`src/rtl/column_step_scheduler.sv`:
```
// Single-clock step scheduler for the falling-letter columns: issues one-cycle
// step enables, staggers column release and shortens the step period with score.
module column_step_scheduler #(
    parameter int NUM_COLS      = 3,
    parameter int BASE_DIV      = 25_000_000,
    parameter int DIV_STEP      = 2_500_000,
    parameter int MIN_DIV       = 5_000_000,
    parameter int STAGGER_STEPS = 10,
    parameter int MAX_LEVEL     = 7
) (
    input  logic                clock,
    input  logic                reset_signal,
    input  logic                start,
    input  logic                pause,
    input  logic [7:0]          score,
    input  logic [NUM_COLS-1:0] game_over,
    input  logic [NUM_COLS-1:0] correct,
    output logic [NUM_COLS-1:0] step_en,
    output logic [NUM_COLS-1:0] col_active,
    output logic [3:0]          speed_level,
    output logic [1:0]          state
);

    typedef enum logic [1:0] {
        IDLE  = 2'b00,
        RUN   = 2'b01,
        PAUSE = 2'b10,
        OVER  = 2'b11
    } state_t;

    state_t                r_state;
    state_t                w_nextState;
    logic                  w_running;
    logic                  w_stepAllowed;

    logic [31:0]           r_prescaler;
    logic [31:0]           r_period;
    logic [31:0]           w_periodNext;
    int                    w_periodSub;
    logic                  w_tick;

    logic [3:0]            r_speedLevel;
    logic [3:0]            w_levelNext;
    logic [7:0]            r_stepCount;

    logic [NUM_COLS-1:0]   r_colActive;
    logic [NUM_COLS-1:0]   r_skip;
    logic [NUM_COLS-1:0]   r_stepEn;
    logic [NUM_COLS-1:0]   w_release;
    logic [NUM_COLS-1:0]   w_activeNext;
    logic [NUM_COLS-1:0]   w_fire;
    logic [NUM_COLS-1:0]   w_tickMask;

    always_ff @(posedge clock) begin
        if (reset_signal) begin
            r_state <= IDLE;
        end else begin
            r_state <= w_nextState;
        end
    end

    always_comb begin
        w_nextState = r_state;
        case (r_state)
            IDLE:    if (start) w_nextState = RUN;
            RUN: begin
                if (|game_over)  w_nextState = OVER;
                else if (pause)  w_nextState = PAUSE;
            end
            PAUSE: begin
                if (|game_over)  w_nextState = OVER;
                else if (!pause) w_nextState = RUN;
            end
            OVER:    w_nextState = OVER;
            default: w_nextState = IDLE;
        endcase
    end

    // A step is only emitted if we are still in RUN on the cycle it appears.
    always_comb begin
        w_running     = (r_state == RUN);
        w_stepAllowed = (w_nextState == RUN);
        state         = r_state;
    end

    assign w_tick = w_running && (r_prescaler == (r_period - 32'd1));

    always_ff @(posedge clock) begin
        if (reset_signal) begin
            r_prescaler <= '0;
        end else if (w_running) begin
            r_prescaler <= w_tick ? 32'd0 : (r_prescaler + 32'd1);
        end
    end

    always_comb begin
        w_levelNext = score[7:4];
        if (int'(score[7:4]) > MAX_LEVEL) begin
            w_levelNext = 4'(MAX_LEVEL);
        end
    end

    always_ff @(posedge clock) begin
        if (reset_signal) begin
            r_speedLevel <= '0;
        end else begin
            r_speedLevel <= w_levelNext;
        end
    end

    // Period only changes on a tick so a running step always completes at its old length.
    always_comb begin
        w_periodSub  = BASE_DIV - (int'(r_speedLevel) * DIV_STEP);
        w_periodNext = 32'(w_periodSub);
        if (w_periodSub < MIN_DIV) begin
            w_periodNext = 32'(MIN_DIV);
        end
    end

    always_ff @(posedge clock) begin
        if (reset_signal) begin
            r_period <= 32'(BASE_DIV);
        end else if (w_tick) begin
            r_period <= w_periodNext;
        end
    end

    always_ff @(posedge clock) begin
        if (reset_signal) begin
            r_stepCount <= '0;
        end else if (w_tick && (r_stepCount != 8'hFF)) begin
            r_stepCount <= r_stepCount + 8'd1;
        end
    end

    always_comb begin
        w_release = '0;
        for (int k = 0; k < NUM_COLS; k++) begin
            w_release[k] = w_tick && (int'(r_stepCount) == (k * STAGGER_STEPS));
        end
        w_activeNext = r_colActive | w_release;
        w_tickMask   = w_tick ? w_activeNext : '0;
        w_fire       = w_tickMask & ~r_skip;
    end

    always_ff @(posedge clock) begin
        if (reset_signal) begin
            r_colActive <= '0;
            r_skip      <= '0;
            r_stepEn    <= '0;
        end else begin
            r_colActive <= w_activeNext;
            r_skip      <= (r_skip & ~w_tickMask) | correct;
            r_stepEn    <= w_stepAllowed ? w_fire : '0;
        end
    end

    assign step_en     = r_stepEn;
    assign col_active  = r_colActive;
    assign speed_level = r_speedLevel;

endmodule
```
`config.mk`:
```
export PLATFORM = sky130hd
export DESIGN_NAME = column_step_scheduler
export DESIGN_NICKNAME = d
export VERILOG_FILES = /design/src/rtl/column_step_scheduler.sv
export SDC_FILE = /design/constraint.sdc
export NUM_CORES = 1
export LEC_CHECK = 0
export CORE_MARGIN = 2
export CORE_UTILIZATION = 33
export CTS_CLUSTER_DIAMETER = 50
export DETAILED_ROUTE_END_ITERATION = 8
export GPL_TIMING_DRIVEN = 0
export SYNTH_ARGS = -nofsm -noshare
export SYNTH_HDL_FRONTEND = slang
export SYNTH_SLANG_ARGS = --single-unit
```
`constraint.sdc`:
```
create_clock -name clock -period 5.3 [get_ports clock]
set_input_delay 0.795 -clock clock [delete_from_list [all_inputs] [get_ports clock]]
set_output_delay 0.795 -clock clock [all_outputs]
set_load 0.005 [all_outputs]
```
==> impl_metrics.py <==
metrics = {
    "grt": {
        "grt_remaining_overflow": 0,
        "grt_pass1_wl_um": 22160,
        "antenna_found_initial": 0,
        "grt_pass1_vias": 4480,
        "grt_max_degree": 15,
        "gr-usage-all-layers_pct": 15.52,
    },
    "timing": {
        "max_freq_mhz": 198.4,
        "worstMarginPinSlew_ns": 0.6545,
        "period_share_pct": 95.09,
        "fin_crit_ns": 5.040,
        "fin_tns_setup_ns": 0,
        "skew_ns": 0.007422,
        "maxSlewViolCount": 0,
        "finalHoldViolCount": 0,
        "finalSetupViolCount": 0,
        "maxSlewHeadroom_pct": 56.00,
    },
    "drt": {
        "vias_per_cell": 5.075,
        "first_pass_iters": 4,
        "routed_wl_um": 13430,
        "dr_total_vias": 4796,
        "drt-initial-drc-count": 261,
        "wl_per_cell_um": 14.21,
        "drt.antenna.violating_nets": 0,
        "drc": 0,
    },
    "setup_path": {
        "startpoint_type": "flop",
        "arrival_ns": 5.28,
        "critPathMaxFanout": 10,
        "crit_type": "reg -> reg",
        "crit_required_ns": 5.54,
        "crit_path_end_kind": "flop",
    },
    "cells_and_area": {
        "fin_cells": 945,
        "area_growth_pct": 19.23,
        "final_core_util_pct": 39.91,
        "final_common_cell": "nor2_1",
        "final_cell_mix": "81 x nor2_1, 76 x dfxtp_1, 51 x xnor2_1, 47 x nand2_1, 44 x xor2_1",
        "final_area_um2": 6548,
        "drive_above_1_share_pct": 11.17,
        "num_antenna_cells": 0,
        "fin_nets": 769,
    },
    "die": {
        "num_rows": 47,
        "fp.dieW_um": 133,
        "die_y_um": 133,
        "start_util_pct": 33.47,
        "die-area_um2": 17690,
        "fp.coreArea_um2": 16410,
        "pin_count": 30,
    },
    "logic_synthesis": {
        "ys_seq_area_share_pct": 28.07,
        "synth_compound_area_share_pct": 14.72,
        "yosys_warnings": 0,
        "netlist_area_um2": 5492,
        "synth_cell_types": 70,
        "synth_top_flop_cell": "dfxtp_1",
        "synthSimpleGateAreaFrac_pct": 28.71,
        "syn_inst": 680,
        "synth_top_family_by_area": "simple AND/OR/NAND/NOR gates",
        "synthAdderAreaFrac_pct": 7.337,
        "netlist.area_leader.share_pct": 28.07,
        "avgSynthCellArea_um2": 8.076,
        "synth.area.top_cells": "dfxtp_1 28%, xnor2_1 8.5%, xor2_1 7.0%, ha_1 6.6%, nor2_1 5.5%",
        "synth_edf_count": 0,
        "synthArstFlopShare_pct": 0,
        "yosysTopAreaCell": "dfxtp_1",
        "synth.area.mux_share_pct": 1.549,
        "synthXorXnorAreaFrac_pct": 15.47,
        "synth_nets": 729,
        "synth_seq_cells": 77,
    },
    "cts": {
        "ctsRootBufferMaster": "clkbuf_16",
        "cts_sinks": 77,
        "cts_tree": "built",
        "htreeDepth": 3,
        "clkLatencyLatePin_ns": 0.35,
        "cts.clk_slew.worst_paths_ns": 0.07,
        "cts-buffers-inserted": 9,
        "hold_buffers": 0,
        "cts_buffer_depth": 2,
    },
    "run_status": {
        "outcome": "complete, no violations",
    },
    "pwr": {
        "finalPower_w": 0.001710,
        "p_per_area_nw_per_um2": 261.1,
        "p_leak_nw": 2.463,
        "max-vdd-ir-drop_uv": 193.3,
    },
    "place": {
        "place_inst": 925,
        "routabilityCongestion": 0.8360,
        "dp_hpwl_um": 10160,
        "placement.cell_area_um2": 6017,
        "io_buffers": 25,
    },
    "job": {
        "cap_viol_max_count": 0,
    },
    "worst_hold_path": {
        "hold_class": "reg -> reg",
    },
}
-- state kept, by name, summed over array words and instances (netlist names) --
signal	cells
r_prescaler	32
r_period	22
r_skip	3
step_en	3
r_stepCount	8
state	2
col_active	3
speed_level	4
-- cell usage after synthesis (all sizes together), types with 13 or more instances --
master	count
nand3	20
nor2	81
xor2	44
nand2	51
clkbuf	13
inv	29
dfxtp	77
xnor2	53
o21ai	20
nor3	31
and3	16
ha	29
a21oi	28
nor4	16
-- logic make-up after synthesis --
family | after synthesis
simple gates | 297
flops | 77
mux | 8
compound gates | 117
fa+ha+maj | 31
buf+inv | 52
other cells | 1
xor+xnor | 97
-- critical path, cell delays in order (launching register included) --
cell,delay [ns]
dfxtp_2,0.40
buf_6,0.17
inv_1,0.11
ha_1,0.35
fa_1,0.53
inv_1,0.05
ha_2,0.33
a211oi_4,0.31
o21a_1,0.19
a2bb2oi_2,0.26
a21boi_4,0.31
a22oi_1,0.11
xnor2_1,0.17
nor4_2,0.34
o211ai_1,0.16
a211oi_2,0.25
ha_2,0.35
buf_2,0.21
o311ai_0,0.33
-- path summary, 6_finish.rpt --
kind / start / depth (start not counted) / endpoint / slack (ns)
worst min-delay path: r_skip[2] / 1 / step_en[2] / 0.42
worst min register to register: r_skip[2] / 1 / step_en[2] / 0.42
worst max-delay path: speed_level[2] / 18 / r_period[24] / 0.26
worst max register to register: speed_level[2] / 18 / r_period[24] / 0.26
-- per-stage QoR --
stage,hold WS [ns],worst slack (ns)
final,0.4194,0.2604
after global routing,0.4272,-0.02657
after CTS,0.4154,0.04990
after detailed placement,0.4046,-0.7575
after global placement,0.4001,-0.7480
after floorplan,0.3943,0.1815
-- area by class of cell --
class,instances,area [um^2]
Buffer,23,123.9
Clock inverter,7,121.4
Inverter,29,111.4
Fill cell,1707,9859
Tap cell,220,275.3
Timing Repair Buffer,29,280.3
Multi-Input combinational cell,551,3867
Clock buffer,9,225.2
Sequential cell,77,1543
-- report_power, final --
group	switching [W]	total, W	leakage, nW	internal (W)
combinational	0.000222	0.000379	1.67	0.000157
clock	0.000270	0.000734	0.170	0.000464
sequential	0.0000115	0.000596	0.624	0.000585
-- timing repair --
action / in CTS / in global routing
endpoints found under the hold margin: 0 / 0
cloned: 0 / 0
setup endpoints to repair: 22 / 21
resized for setup: 20 / 21
buffers inserted: 2 / 2
pin swaps: 1 / 2
-- per-layer routing --
metal  GRT usage [%]  wire, um
met1           20.25      6553
met2           25.39      6212
met3           3.563       459
met4           5.018       204
met5               0         0
(Power assumes the default switching activity.)
